**config.mk**
```make
export PLATFORM = sky130hd
export DESIGN_NAME = lock_sequencer
export DESIGN_NICKNAME = d
export VERILOG_FILES = /design/src/rtl/lock_sequencer.sv
export SDC_FILE = /design/constraint.sdc
export NUM_CORES = 1
export LEC_CHECK = 0
export ABC_CLOCK_PERIOD_IN_PS = 1950
export CORE_AREA = 2 2 83 85
export DETAILED_ROUTE_END_ITERATION = 10
export DIE_AREA = 0 0 85 87
export MAX_ROUTING_LAYER = met4
export PLACE_DENSITY_LB_ADDON = 0.08
export SLEW_MARGIN = 20
export SYNTH_ARGS = -nofsm -noshare
export SYNTH_HDL_FRONTEND = slang
export SYNTH_SLANG_ARGS = --single-unit
```
**constraint.sdc**
```tcl
create_clock -name clk -period 1.95 [get_ports clk]
set_input_delay 0.39 -clock clk [delete_from_list [all_inputs] [get_ports clk]]
set_output_delay 0.39 -clock clk [all_outputs]
set_load 0.01 [all_outputs]
```
**src/rtl/lock_sequencer.sv**
```systemverilog
// Keypad lock sequencer: four-digit PIN entry, timed unlock, lockout after repeated
// failures, and a hold-to-reprogram SETUP mode. One shared saturating timer.
module lock_sequencer #(
  parameter logic [15:0] PIN_DEFAULT   = 16'h1234,
  parameter int unsigned TIME_OPEN     = 3000,
  parameter int unsigned TIME_LOCKOUT  = 10000,
  parameter int unsigned TIME_IDLE_OUT = 5000,
  parameter int unsigned MAX_TRIES     = 3
) (
  input  logic       clk,
  input  logic       reset,
  input  logic       key_valid,
  input  logic [3:0] key_code,
  input  logic       hold_reset,
  output logic       unlock,
  output logic       lockout,
  output logic       setup_mode,
  output logic [2:0] digit_cnt,
  output logic       err_pulse,
  output logic       pin_saved
);

  typedef enum logic [2:0] {StIdle, StEntry, StUnlocked, StLockout, StSetup} state_e;

  localparam logic [19:0] OpenLast = 20'(TIME_OPEN - 1);
  localparam logic [19:0] LockLast = 20'(TIME_LOCKOUT - 1);
  localparam logic [19:0] IdleLast = 20'(TIME_IDLE_OUT - 1);

  state_e      state_q, state_d;
  logic        hold_prev_q;
  logic [15:0] entry_q, entry_d, pin_q, pin_d;
  logic [2:0]  cnt_q, cnt_d;
  logic [7:0]  tries_q, tries_d;
  logic [19:0] timer_q, timer_d, timer_inc;
  logic        unlock_q, unlock_d, lockout_q, lockout_d, setup_q, setup_d;
  logic        err_q, err_d, saved_q, saved_d;
  logic        err_ev, saved_ev;
  logic        hold_rise, is_digit, is_clear;
  logic [15:0] entry_full;

  assign hold_rise  = hold_reset & ~hold_prev_q;
  assign is_digit   = key_valid && (key_code <= 4'd9);
  assign is_clear   = key_valid && (key_code == 4'hA);
  assign entry_full = {entry_q[11:0], key_code};
  assign timer_inc  = (timer_q == '1) ? timer_q : timer_q + 20'd1;

  always_ff @(posedge clk) begin
    if (!reset) begin
      state_q     <= StIdle;
      hold_prev_q <= 1'b0;
      entry_q     <= '0;
      pin_q       <= PIN_DEFAULT;
      cnt_q       <= '0;
      tries_q     <= '0;
      timer_q     <= '0;
      unlock_q    <= 1'b0;
      lockout_q   <= 1'b0;
      setup_q     <= 1'b0;
      err_q       <= 1'b0;
      saved_q     <= 1'b0;
    end else begin
      state_q     <= state_d;
      hold_prev_q <= hold_reset;
      entry_q     <= entry_d;
      pin_q       <= pin_d;
      cnt_q       <= cnt_d;
      tries_q     <= tries_d;
      timer_q     <= timer_d;
      unlock_q    <= unlock_d;
      lockout_q   <= lockout_d;
      setup_q     <= setup_d;
      err_q       <= err_d;
      saved_q     <= saved_d;
    end
  end

  always_comb begin
    state_d  = state_q;
    entry_d  = entry_q;
    pin_d    = pin_q;
    cnt_d    = cnt_q;
    tries_d  = tries_q;
    timer_d  = timer_inc;
    err_ev   = 1'b0;
    saved_ev = 1'b0;
    unique case (state_q)
      StIdle: begin
        timer_d = '0;
        // A hold edge beats a simultaneous key; the key is dropped.
        if (hold_rise) begin
          state_d = StSetup;
          cnt_d   = '0;
        end else if (is_digit) begin
          state_d = StEntry;
          entry_d = {12'h000, key_code};
          cnt_d   = 3'd1;
        end
      end
      StEntry: begin
        if (is_clear) begin
          state_d = StIdle;
          cnt_d   = '0;
          timer_d = '0;
        end else if (is_digit) begin
          timer_d = '0;
          if (cnt_q == 3'd3) begin
            cnt_d = '0;
            if (entry_full == pin_q) begin
              state_d = StUnlocked;
              tries_d = '0;
            end else begin
              err_ev  = 1'b1;
              tries_d = tries_q + 8'd1;
              state_d = (32'(tries_q) + 32'd1 >= MAX_TRIES) ? StLockout : StIdle;
            end
          end else begin
            entry_d = entry_full;
            cnt_d   = cnt_q + 3'd1;
          end
        end else if (timer_q == IdleLast) begin
          state_d = StIdle;
          cnt_d   = '0;
          timer_d = '0;
        end
      end
      StUnlocked: begin
        if (hold_rise) begin
          state_d = StSetup;
          cnt_d   = '0;
          timer_d = '0;
        end else if (timer_q == OpenLast) begin
          state_d = StIdle;
          timer_d = '0;
        end
      end
      StLockout: begin
        if (timer_q == LockLast) begin
          state_d = StIdle;
          tries_d = '0;
          timer_d = '0;
        end
      end
      StSetup: begin
        if (is_clear) begin
          cnt_d   = '0;
          timer_d = '0;
        end else if (is_digit) begin
          timer_d = '0;
          if (cnt_q == 3'd3) begin
            pin_d    = entry_full;
            saved_ev = 1'b1;
            tries_d  = '0;
            cnt_d    = '0;
            state_d  = StIdle;
          end else begin
            entry_d = entry_full;
            cnt_d   = cnt_q + 3'd1;
          end
        end else if (timer_q == IdleLast) begin
          state_d = StIdle;
          cnt_d   = '0;
          timer_d = '0;
        end
      end
      default: begin
        state_d = StIdle;
        cnt_d   = '0;
        timer_d = '0;
      end
    endcase
  end

  always_comb begin
    unlock_d  = (state_d == StUnlocked);
    lockout_d = (state_d == StLockout);
    setup_d   = (state_d == StSetup);
    err_d     = err_ev;
    saved_d   = saved_ev;
  end

  assign unlock     = unlock_q;
  assign lockout    = lockout_q;
  assign setup_mode = setup_q;
  assign digit_cnt  = cnt_q;
  assign err_pulse  = err_q;
  assign pin_saved  = saved_q;

endmodule

```
==> results of run 1 <==
-- cells by family after synthesis --
family	Yosys count	synth area share, %
AO/OA/AOI/OAI	60	12.26
AND/OR/NAND/NOR	183	29.32
XOR/XNOR	33	8.455
adder cells (fa/ha/maj)	4	1.464
buffers and inverters	20	3.404
flip-flops	68	39.82
multiplexers	18	5.271
-- per-stage QoR --
stage | hold WS, ps | utilization, % | instance area [um^2] | setup WS, ps | std cells
5_1_grt | 418.8 | 70.27 | 4616 | -134.0 | 562
6_report | 396.3 | 70.27 | 4616 | 65.50 | 562
3_5_place_dp | 478.6 | 62.34 | 4095 | -538.4 | 535
2_1_floorplan | 457.5 | - | 3420 | 16.34 | 386
4_1_cts | 488.3 | 65.89 | 4328 | -25.21 | 552
3_3_place_gp | 467.4 | 62.34 | 4095 | -442.6 | 535
-- state kept, by name, summed over array words and instances (netlist names) --
| signal | flops |
|---|---|
| digit_cnt | 3 |
| entry_q | 12 |
| err_pulse | 1 |
| hold_prev_q | 1 |
| lockout | 1 |
| pin_q | 16 |
| pin_saved | 1 |
| setup_mode | 1 |
| state_q | 3 |
| timer_q | 20 |
| tries_q | 8 |
| unlock | 1 |
-- report_power, final --
part	total, mW	internal (mW)	switching, mW
Sequential	1.43	1.41	0.0194
Combinational	0.307	0.149	0.158
Clock	1.14	0.590	0.548
Total	2.87	2.15	0.725
-- metal layers --
metal / up-vias / part of all wire [%] / GRT usage, %
li1: 1572 / - / -
met1: 1491 / 44 / 28.15
met2: 53 / 51 / 40.13
met3: 18 / 3.0 / 4.360
met4: 0 / 2.4 / 8.658
met5: - / 0 / -
-- synth_stat cells, types with 2 or more instances --
library cell / count
nor2b_1: 4
nor2_1: 49
a211oi_1: 4
nand4b_1: 3
clkbuf_1: 4
or2_2: 2
nor3_1: 12
nor3b_1: 4
or3_1: 2
nor4_2: 2
nand2_1: 38
nand3_1: 20
nor4_1: 4
nor4b_1: 2
and2_1: 6
a22oi_1: 3
a32o_1: 3
a31oi_1: 3
nand4_1: 10
nand2b_1: 4
a21o_1: 2
o21a_1: 2
buf_2: 4
and4b_1: 2
buf_6: 3
ha_1: 4
o21ai_0: 8
o32ai_1: 2
o21ai_1: 2
and4_1: 2
inv_1: 6
dfxtp_1: 68
a21oi_1: 18
xor2_1: 7
xnor2_1: 26
mux2i_1: 18
o2111ai_1: 2
and3_1: 6
-- worst min-delay path by stage --
stage / start / to / slack, ps
finish: key_code[3] / entry_q[3] / 400
global route: key_code[3] / entry_q[3] / 420
CTS: entry_q[8] / entry_q[8] / 490
detailed placement: entry_q[8] / entry_q[8] / 480
global placement: entry_q[11] / entry_q[11] / 470
floorplan: entry_q[10] / entry_q[10] / 460
-- repair_timing --
item | CTS | global route
endpoints found under the setup margin | 36 | 45
setup buffers | 1 | 8
cloned | 0 | 2
hold buffers | 0 | 0
pin swaps | 8 | 25
gates resized for setup | 13 | 56
-- area by class of cell --
type	count	area share [%]
inverter	7	0.5693
clock inverter	6	1.410
tap	80	2.169
multi-input combinational	298	46.79
clock buffer	10	2.765
sequential	68	29.79
timing repair buffer	93	16.51
-- critical path, stage by stage, from the launching register on --
cell and delay [ps]:
dfxtp_2 360, ha_4 150, buf_6 90, nand3_1 140, nor3_4 350, nand2_1 260
and2_1 240, xnor2_1 140, nor2_1 50
==> flow_metrics.tcl, run 1 <==
set metrics [dict create \
    fin_nets 489 \
    start_util_pct 52.04 \
    multi_input_area_um2 2160 \
    ys_async_sr_fraction_pct 0 \
    critPathCapture "timer_q[4]" \
    clk_latency_ps 350 \
    fin_worst_skew_ps 8.819 \
    vias 3134 \
    fmax_mhz 530.6 \
    clkSinkCount 68 \
    yosys-top-cells-area "dfxtp_1 (40%), xnor2_1 (6.7%), nor2_1 (5.4%)" \
    avgSynthCellArea_um2 8.856 \
    coreArea_um2 6569 \
    cts_buffers 9 \
    worstHoldPathType "input pin to register" \
    finalCritPeriodShare_pct 96.64 \
    fin_crit_ps 1884 \
    wirelength_mm 8.593 \
    hold_depth 3 \
    die_w_um 85 \
    finalHoldViolCount 0 \
    grt_max_degree 37 \
    drtIter0Drc 119 \
    via_per_inst 5.577 \
    synth_top_area_share_pct 39.82 \
    synth_edf_count 0 \
    ys_warn_count 0 \
    r2r_start "timer_q[1]" \
    die_h_um 87 \
    ys_ff_latch 68 \
    dp_hpwl_mm 5.781 \
    grt_pass1_wl_mm 13.53 \
    ant_nets 0 \
    htree_levels 3 \
    start_kind "register" \
    postSynthCellCount 386 \
    final_common_cell "buf_4" \
    antenna_found_initial 0 \
    powerDensity_nw_per_um2 621.9 \
    grt_overflow 0 \
    drtPass1Iterations 6 \
    endpoint_kind "register" \
    critPathRequiredTime_ps 2200 \
    cts_buffer_depth 2 \
    yosysUniqueCellTypes 63 \
    finalSetupTns_ps 0 \
    setup_viol 0 \
    critPathKind "register to register" \
    grt.total_usage_pct 23.66 \
    root_buffer "clkbuf_8" \
    synth_largest_area_cell "dfxtp_1" \
    reg2reg_slack_ps 70 \
    crit_arrival_ps 2140 \
    worstPathMaxFanout 6 \
    fp-row-count 30 \
    relSlewSlack_pct 66.83 \
    cts_tree "done" \
    cap_viol_max_count 0 \
    critical_path.startpoint "timer_q[1]" \
    yosysSeqAreaShare_pct 39.82 \
    ir_drop_mv 0.3904 \
    grt_pass1_vias 2971 \
    worst_pin_slew_ps 496.0 \
    portBuffers 15 \
    status "finished clean" \
    n_antenna_cell 0 \
    rr_endpoint "timer_q[4]" \
    synth_fp_nets 398 \
    r2r_cells 8 \
    clk_pin_slew_ps 80 \
    layout_common_cells "buf_4 (73), dfxtp_1 (57), nor2_1 (48)" \
    drc 0 \
    num_io_pins 16 \
    area_growth_pct 35.03 \
    ys.flop_type "dfxtp_1" \
    drive_gt1_share_pct 30.50 \
    synth_area_um2 3418 \
    slew_viol_final 0 \
    rsz0062_at_grt "yes" \
    regArea_um2 1375 \
    routedWlPerCell_um 15.29 \
    globalplace.congestion 0.9102 \
    total_power_mw 2.871 \
    die_area_um2 7395 \
    power_leakage_nw 1.870 \
    nFillCells 530 \
]
Power figures use the tool's default switching activity.
==> run 2: changes to the inputs <==
--- a/config.mk
+++ b/config.mk
@@ -9,7 +9,6 @@
 export CORE_AREA = 2 2 83 85
 export DETAILED_ROUTE_END_ITERATION = 10
 export DIE_AREA = 0 0 85 87
-export MAX_ROUTING_LAYER = met4
 export PLACE_DENSITY_LB_ADDON = 0.08
 export SLEW_MARGIN = 20
 export SYNTH_ARGS = -nofsm -noshare
==> run 2 against run 1 <==
Final area fell by 0.24%. Worst hold slack improved by 3.3 ps. Cell count did not move. Die area did not move. Utilization fell by 0.17 points. Power fell by 0.15%. Clock-buffer cell count did not move. Clock skew barely moved. Largest power group unchanged. Via count rose by 0.83%. Critical path depth rose by 1. Fmax fell by 1.4%.
==> flow_metrics.tcl, run 2 (synthesized netlist as in run 1, its figures left out) <==
set metrics [dict create \
    regArea_um2 1375 \
    start_kind "register" \
    htree_levels 3 \
    final_cells 562 \
    ant_nets 0 \
    status "finished clean" \
    finalSetupTns_ps 0 \
    worst_pin_slew_ps 495.5 \
    coreArea_um2 6569 \
    cts_buffers 9 \
    fin_area_um2 4604 \
    setup_viol 0 \
    area_growth_pct 34.70 \
    clk_latency_ps 350 \
    worstHoldPathType "input pin to register" \
    grt_pass1_wl_mm 13.53 \
    die_h_um 87 \
    critPathRequiredTime_ps 2180 \
    cts_buffer_depth 2 \
    max_stage_delay_ps 360 \
    dp_hpwl_mm 5.781 \
    num_io_pins 16 \
    n_antenna_cell 0 \
    fin_worst_skew_ps 8.724 \
    antenna_found_initial 0 \
    crit_arrival_ps 2150 \
    cts_tree "done" \
    hold_depth 3 \
    finalHoldViolCount 0 \
    regMostFlops "timer_q" \
    wirelength_mm 8.620 \
    total_power_mw 2.866 \
    grt_pass1_vias 2976 \
    largest_reg_flops 20 \
    root_buffer "clkbuf_8" \
    place_area_um2 4095 \
    multi_input_area_um2 2152 \
    clk_pin_slew_ps 70 \
    clkSinkCount 68 \
    via_per_inst 5.623 \
    nFillCells 530 \
    ir_drop_mv 0.3897 \
    vias 3160 \
    power_leakage_nw 1.869 \
    die_w_um 85 \
    cp_slowest_cell "dfxtp_2" \
    critPathKind "register to register" \
    placed_cells 535 \
    rsz0062_at_grt "yes" \
    slew_viol_final 0 \
    grt_overflow 0 \
    cap_viol_max_count 0 \
    worstPathMaxFanout 6 \
    relSlewSlack_pct 66.87 \
    reg_top3 "timer_q: 20 flops, pin_q: 16 flops, entry_q: 12 flops" \
    grt_max_degree 37 \
    globalplace.congestion 0.8951 \
    reg2reg_slack_ps 40 \
    endpoint_kind "register" \
    fin_crit_ps 1912 \
    finalCritPeriodShare_pct 98.03 \
    layout_common_cells "buf_4 (74), dfxtp_1 (57), nor2_1 (48)" \
    grt.total_usage_pct 22.98 \
    die_area_um2 7395 \
    start_util_pct 52.04 \
    drc 0 \
    path_common_cell "buf_4" \
    portBuffers 15 \
    r2r_cells 9 \
    final_common_cell "buf_4" \
    drtPass1Iterations 4 \
    ctsHoldBuffers 0 \
    routedWlPerCell_um 15.34 \
    fmax_mhz 523.1 \
    crit_chain "ha_4 -> buf_4 -> and3_4 -> nand4_1 -> buf_4 -> nor3_4 -> or2_4 -> o21ai_1 -> a32o_1" \
    drive_gt1_share_pct 30.08 \
    drtIter0Drc 105 \
    final_util_pct 70.10 \
    fp-row-count 30 \
    fin_nets 489 \
    powerDensity_nw_per_um2 622.5 \
]
run 2: cell count changes in the layout (fill, tap and decap cells not counted):
cell / before / now
o21ai_1: 4 / 5
buf_6: 4 / 3
o21ai_2: 6 / 4
buf_4: 73 / 74
o21ai_0: 0 / 1
run 2: path summary, 6_finish.rpt:
| kind | end | startpoint |
|---|---|---|
| worst max-delay path | tries_q[3] | timer_q[1] |
| worst min-delay path | entry_q[3] | key_code[3] |
| worst max register to register | tries_q[3] | timer_q[1] |
| worst min register to register | entry_q[8] | entry_q[8] |
run 2: layout make-up:
| class | count | area share (%) |
|---|---|---|
| clock buffers | 10 | 2.772 |
| clock inverters | 6 | 1.413 |
| inverters | 7 | 0.5707 |
| multi-input cells | 298 | 46.74 |
| flip-flops and latches | 68 | 29.86 |
| well taps | 80 | 2.174 |
| repair buffers | 93 | 16.47 |
run 2: where the power goes:
group | total [mW] | internal [mW] | switching [mW]
Sequential | 1.43 | 1.41 | 0.0195
Clock | 1.13 | 0.590 | 0.543
Combinational | 0.307 | 0.149 | 0.158
run 2: layer usage:
| layer | share of wire [%] | wire (um) | global-route usage, % |
|---|---|---|---|
| met1 | 44 | 3788 | 28.21 |
| met2 | 50 | 4349 | 39.99 |
| met3 | 3.5 | 303 | 4.455 |
| met4 | 2.1 | 179 | 8.658 |
| met5 | 0 | 0 | 0 |
run 2: stage by stage:
step	hold WS (ps)	worst slack, ps
final	399.6	38.39
after global routing	418.8	-131.2
after CTS	488.3	-25.21
after global placement	467.4	-442.6
after detailed placement	478.6	-538.4
after floorplan	457.5	16.34
run 2: what timing repair did:
action	in CTS	in global routing
pin swaps	8	24
setup endpoints to repair	36	45
resized for setup	13	52
cloned	0	2
buffers inserted	1	8
run 2: worst max-delay path: cells and delay by family (launching register included):
kind,cells,cell delay (ps)
AOI/OAI and AO/OA,2,340
adders and majority gates,1,140
buffers and inverters,2,280
and+or+nand+nor,4,670
DFF,1,360
==> run 3: changes to the inputs <==
--- a/config.mk
+++ b/config.mk
@@ -6,9 +6,10 @@
 export NUM_CORES = 1
 export LEC_CHECK = 0
 export ABC_CLOCK_PERIOD_IN_PS = 1950
-export CORE_AREA = 2 2 83 85
+export CORE_AREA = 2 2 82 84
+export CTS_BUF_LIST = sky130_fd_sc_hd__clkbuf_2
 export DETAILED_ROUTE_END_ITERATION = 10
-export DIE_AREA = 0 0 85 87
+export DIE_AREA = 0 0 84 86
 export PLACE_DENSITY_LB_ADDON = 0.08
 export SLEW_MARGIN = 20
 export SYNTH_ARGS = -nofsm -noshare
==> run 3 against run 2 <==
Non-clock buffer count decreased by 13. Global-route usage increased by 0.48 points. Clock power decreased by 18%. Via count decreased by 3.9%. Utilization increased by 0.35 points. Critical path depth decreased by 2. Critical path type unchanged. Final area decreased by 4.0%. Cell count decreased by 2.8%. Fmax decreased by 0.53%.
==> flow_metrics.tcl, run 3 (synthesized netlist as in run 1, its figures left out) <==
set metrics [dict create \
    worst_slack_ps 28.27 \
    critPathKind "register to register" \
    hold_depth 2 \
    coreArea_um2 6277 \
    fin_crit_ps 1922 \
    fin_nets 476 \
    worstPathMaxFanout 6 \
    area_growth_pct 29.36 \
    root_buffer "clkbuf_2" \
    die_w_um 84 \
    power_leakage_nw 1.792 \
    die_area_um2 7224 \
    reg_top3 "timer_q: 20 flops, pin_q: 16 flops, entry_q: 12 flops" \
    routedWlPerCell_um 14.96 \
    nFillCells 518 \
    dp_hpwl_mm 5.791 \
    slew_viol_final 0 \
    fmax_mhz 520.4 \
    grt_pass1_wl_mm 13.53 \
    powerDensity_nw_per_um2 595.5 \
    regMostFlops "timer_q" \
    endpoint_kind "register" \
    finalCritPeriodShare_pct 98.55 \
    ctsHoldBuffers 0 \
    crit_arrival_ps 2350 \
    vias 3037 \
    drtPass1Iterations 5 \
    rsz0062_at_grt "yes" \
    cts_tree "done" \
    clk_latency_ps 530 \
    grt.total_usage_pct 23.46 \
    cp_slowest_cell "dfxtp_1" \
    critPathRequiredTime_ps 2380 \
    drive_gt1_share_pct 30.06 \
    cts_buffer_depth 2 \
    wirelength_mm 8.167 \
    status "finished clean" \
    largest_reg_flops 20 \
    worstPathBufferInverterCount 1 \
    htree_levels 3 \
    start_util_pct 54.45 \
    place_area_um2 4041 \
    layout_common_cells "buf_4 (62), dfxtp_1 (53), nor2_1 (38)" \
    grt_overflow 0 \
    final_util_pct 70.44 \
    drtIter0Drc 143 \
    die_h_um 86 \
    post-place-ws_ps -413.9 \
    drc 0 \
    final_common_cell "buf_4" \
    portBuffers 15 \
    via_per_inst 5.562 \
    antenna_found_initial 0 \
    r2r_cells 7 \
    cap_viol_max_count 0 \
    start_kind "register" \
    crit_chain "nand2_1 -> nand4b_1 -> nor2_1 -> o32ai_2 -> o221ai_2 -> buf_6 -> nor2_2" \
    crit_family "simple AND/OR/NAND/NOR gates" \
    n_antenna_cell 0 \
    grt_max_degree 26 \
    worst_pin_slew_ps 462.3 \
    crit_cells 7 \
    max_stage_delay_ps 450 \
    fp-row-count 29 \
    worstHoldPathType "input pin to register" \
    clkSinkCount 68 \
    grt_pass1_vias 2978 \
    fin_worst_skew_ps 27.47 \
    setup_viol 0 \
    fin_area_um2 4422 \
    ant_nets 0 \
    globalplace.congestion 0.8889 \
    relSlewSlack_pct 69.08 \
    num_io_pins 16 \
    finalHoldViolCount 0 \
    ir_drop_mv 0.4734 \
    cts_buffers 9 \
    clk_pin_slew_ps 200 \
]
## run 3: cell count changes in the layout (fill, tap and decap cells not counted), sizes merged
cell | previous run | this run
buf | 78 | 65
bufinv | 1 | 2
clkbuf | 10 | 9
clkdlybuf4s50 | 11 | 13
clkinv | 5 | 4
clkinvlp | 1 | 0
dlygate4sd2 | 3 | 0
dlymetal6s2s | 1 | 2
inv | 6 | 8
## run 3: layout make-up
cell class	count	area, um^2	share of cell area [%]
Clock buffer	9	45.04	1.019
Clock inverter	7	88.84	2.009
Inverter	7	26.28	0.5942
Multi-Input combinational cell	298	2131	48.19
Sequential cell	68	1380	31.21
Tap cell	77	96.34	2.179
Timing Repair Buffer	80	654.4	14.80
## run 3: report_power, final
group	total [mW]	switching, mW	internal [mW]	leakage (nW)
clock network	0.932	0.510	0.421	0.0794
registers	1.43	0.0189	1.41	0.556
logic	0.273	0.144	0.130	1.16
## run 3: what timing repair did
| action | in CTS | in global routing |
|---|---|---|
| setup buffers | 0 | 2 |
| pin swaps | 3 | 32 |
| setup endpoints to repair | 29 | 39 |
| cloned | 0 | 1 |
| gates resized for setup | 14 | 54 |
## run 3: per-stage QoR
stage	cells	setup TNS [ps]	power, mW	hold slack [ps]
2_1_floorplan	386	0	1.597	457.5
3_5_place_dp	527	-19190	1.717	473.0
4_1_cts	543	0	2.651	406.8
6_report	546	0	2.633	425.5
5_1_grt	546	-1320	2.749	389.7
3_3_place_gp	527	-18290	1.715	469.1
## run 3: worst register-to-register path, delay by kind of cell (launching register included)
family                 cells  cell delay, ps
and+or+nand+nor            4             680
DFF                        1             450
buffers and inverters      1             220
AOI/OAI and AO/OA          2             450
## run 3: routing by layer
metal  global-route usage (%)  vias to the layer above  part of all wire [%]
met5                        0                        -                     0
met4                    7.185                        0                   1.3
met3                    6.737                       10                   3.7
met2                    42.62                       63                    52
met1                    26.76                     1430                    43
li1                         -                     1534                     -
## run 3: worst paths after layout
path,from,to,slack [ps]
hold reg to reg,entry_q[9],entry_q[9],490
setup reg to reg,timer_q[8],timer_q[10],30
setup / recovery,timer_q[8],timer_q[10],30
hold / removal,hold_reset,hold_prev_q,430
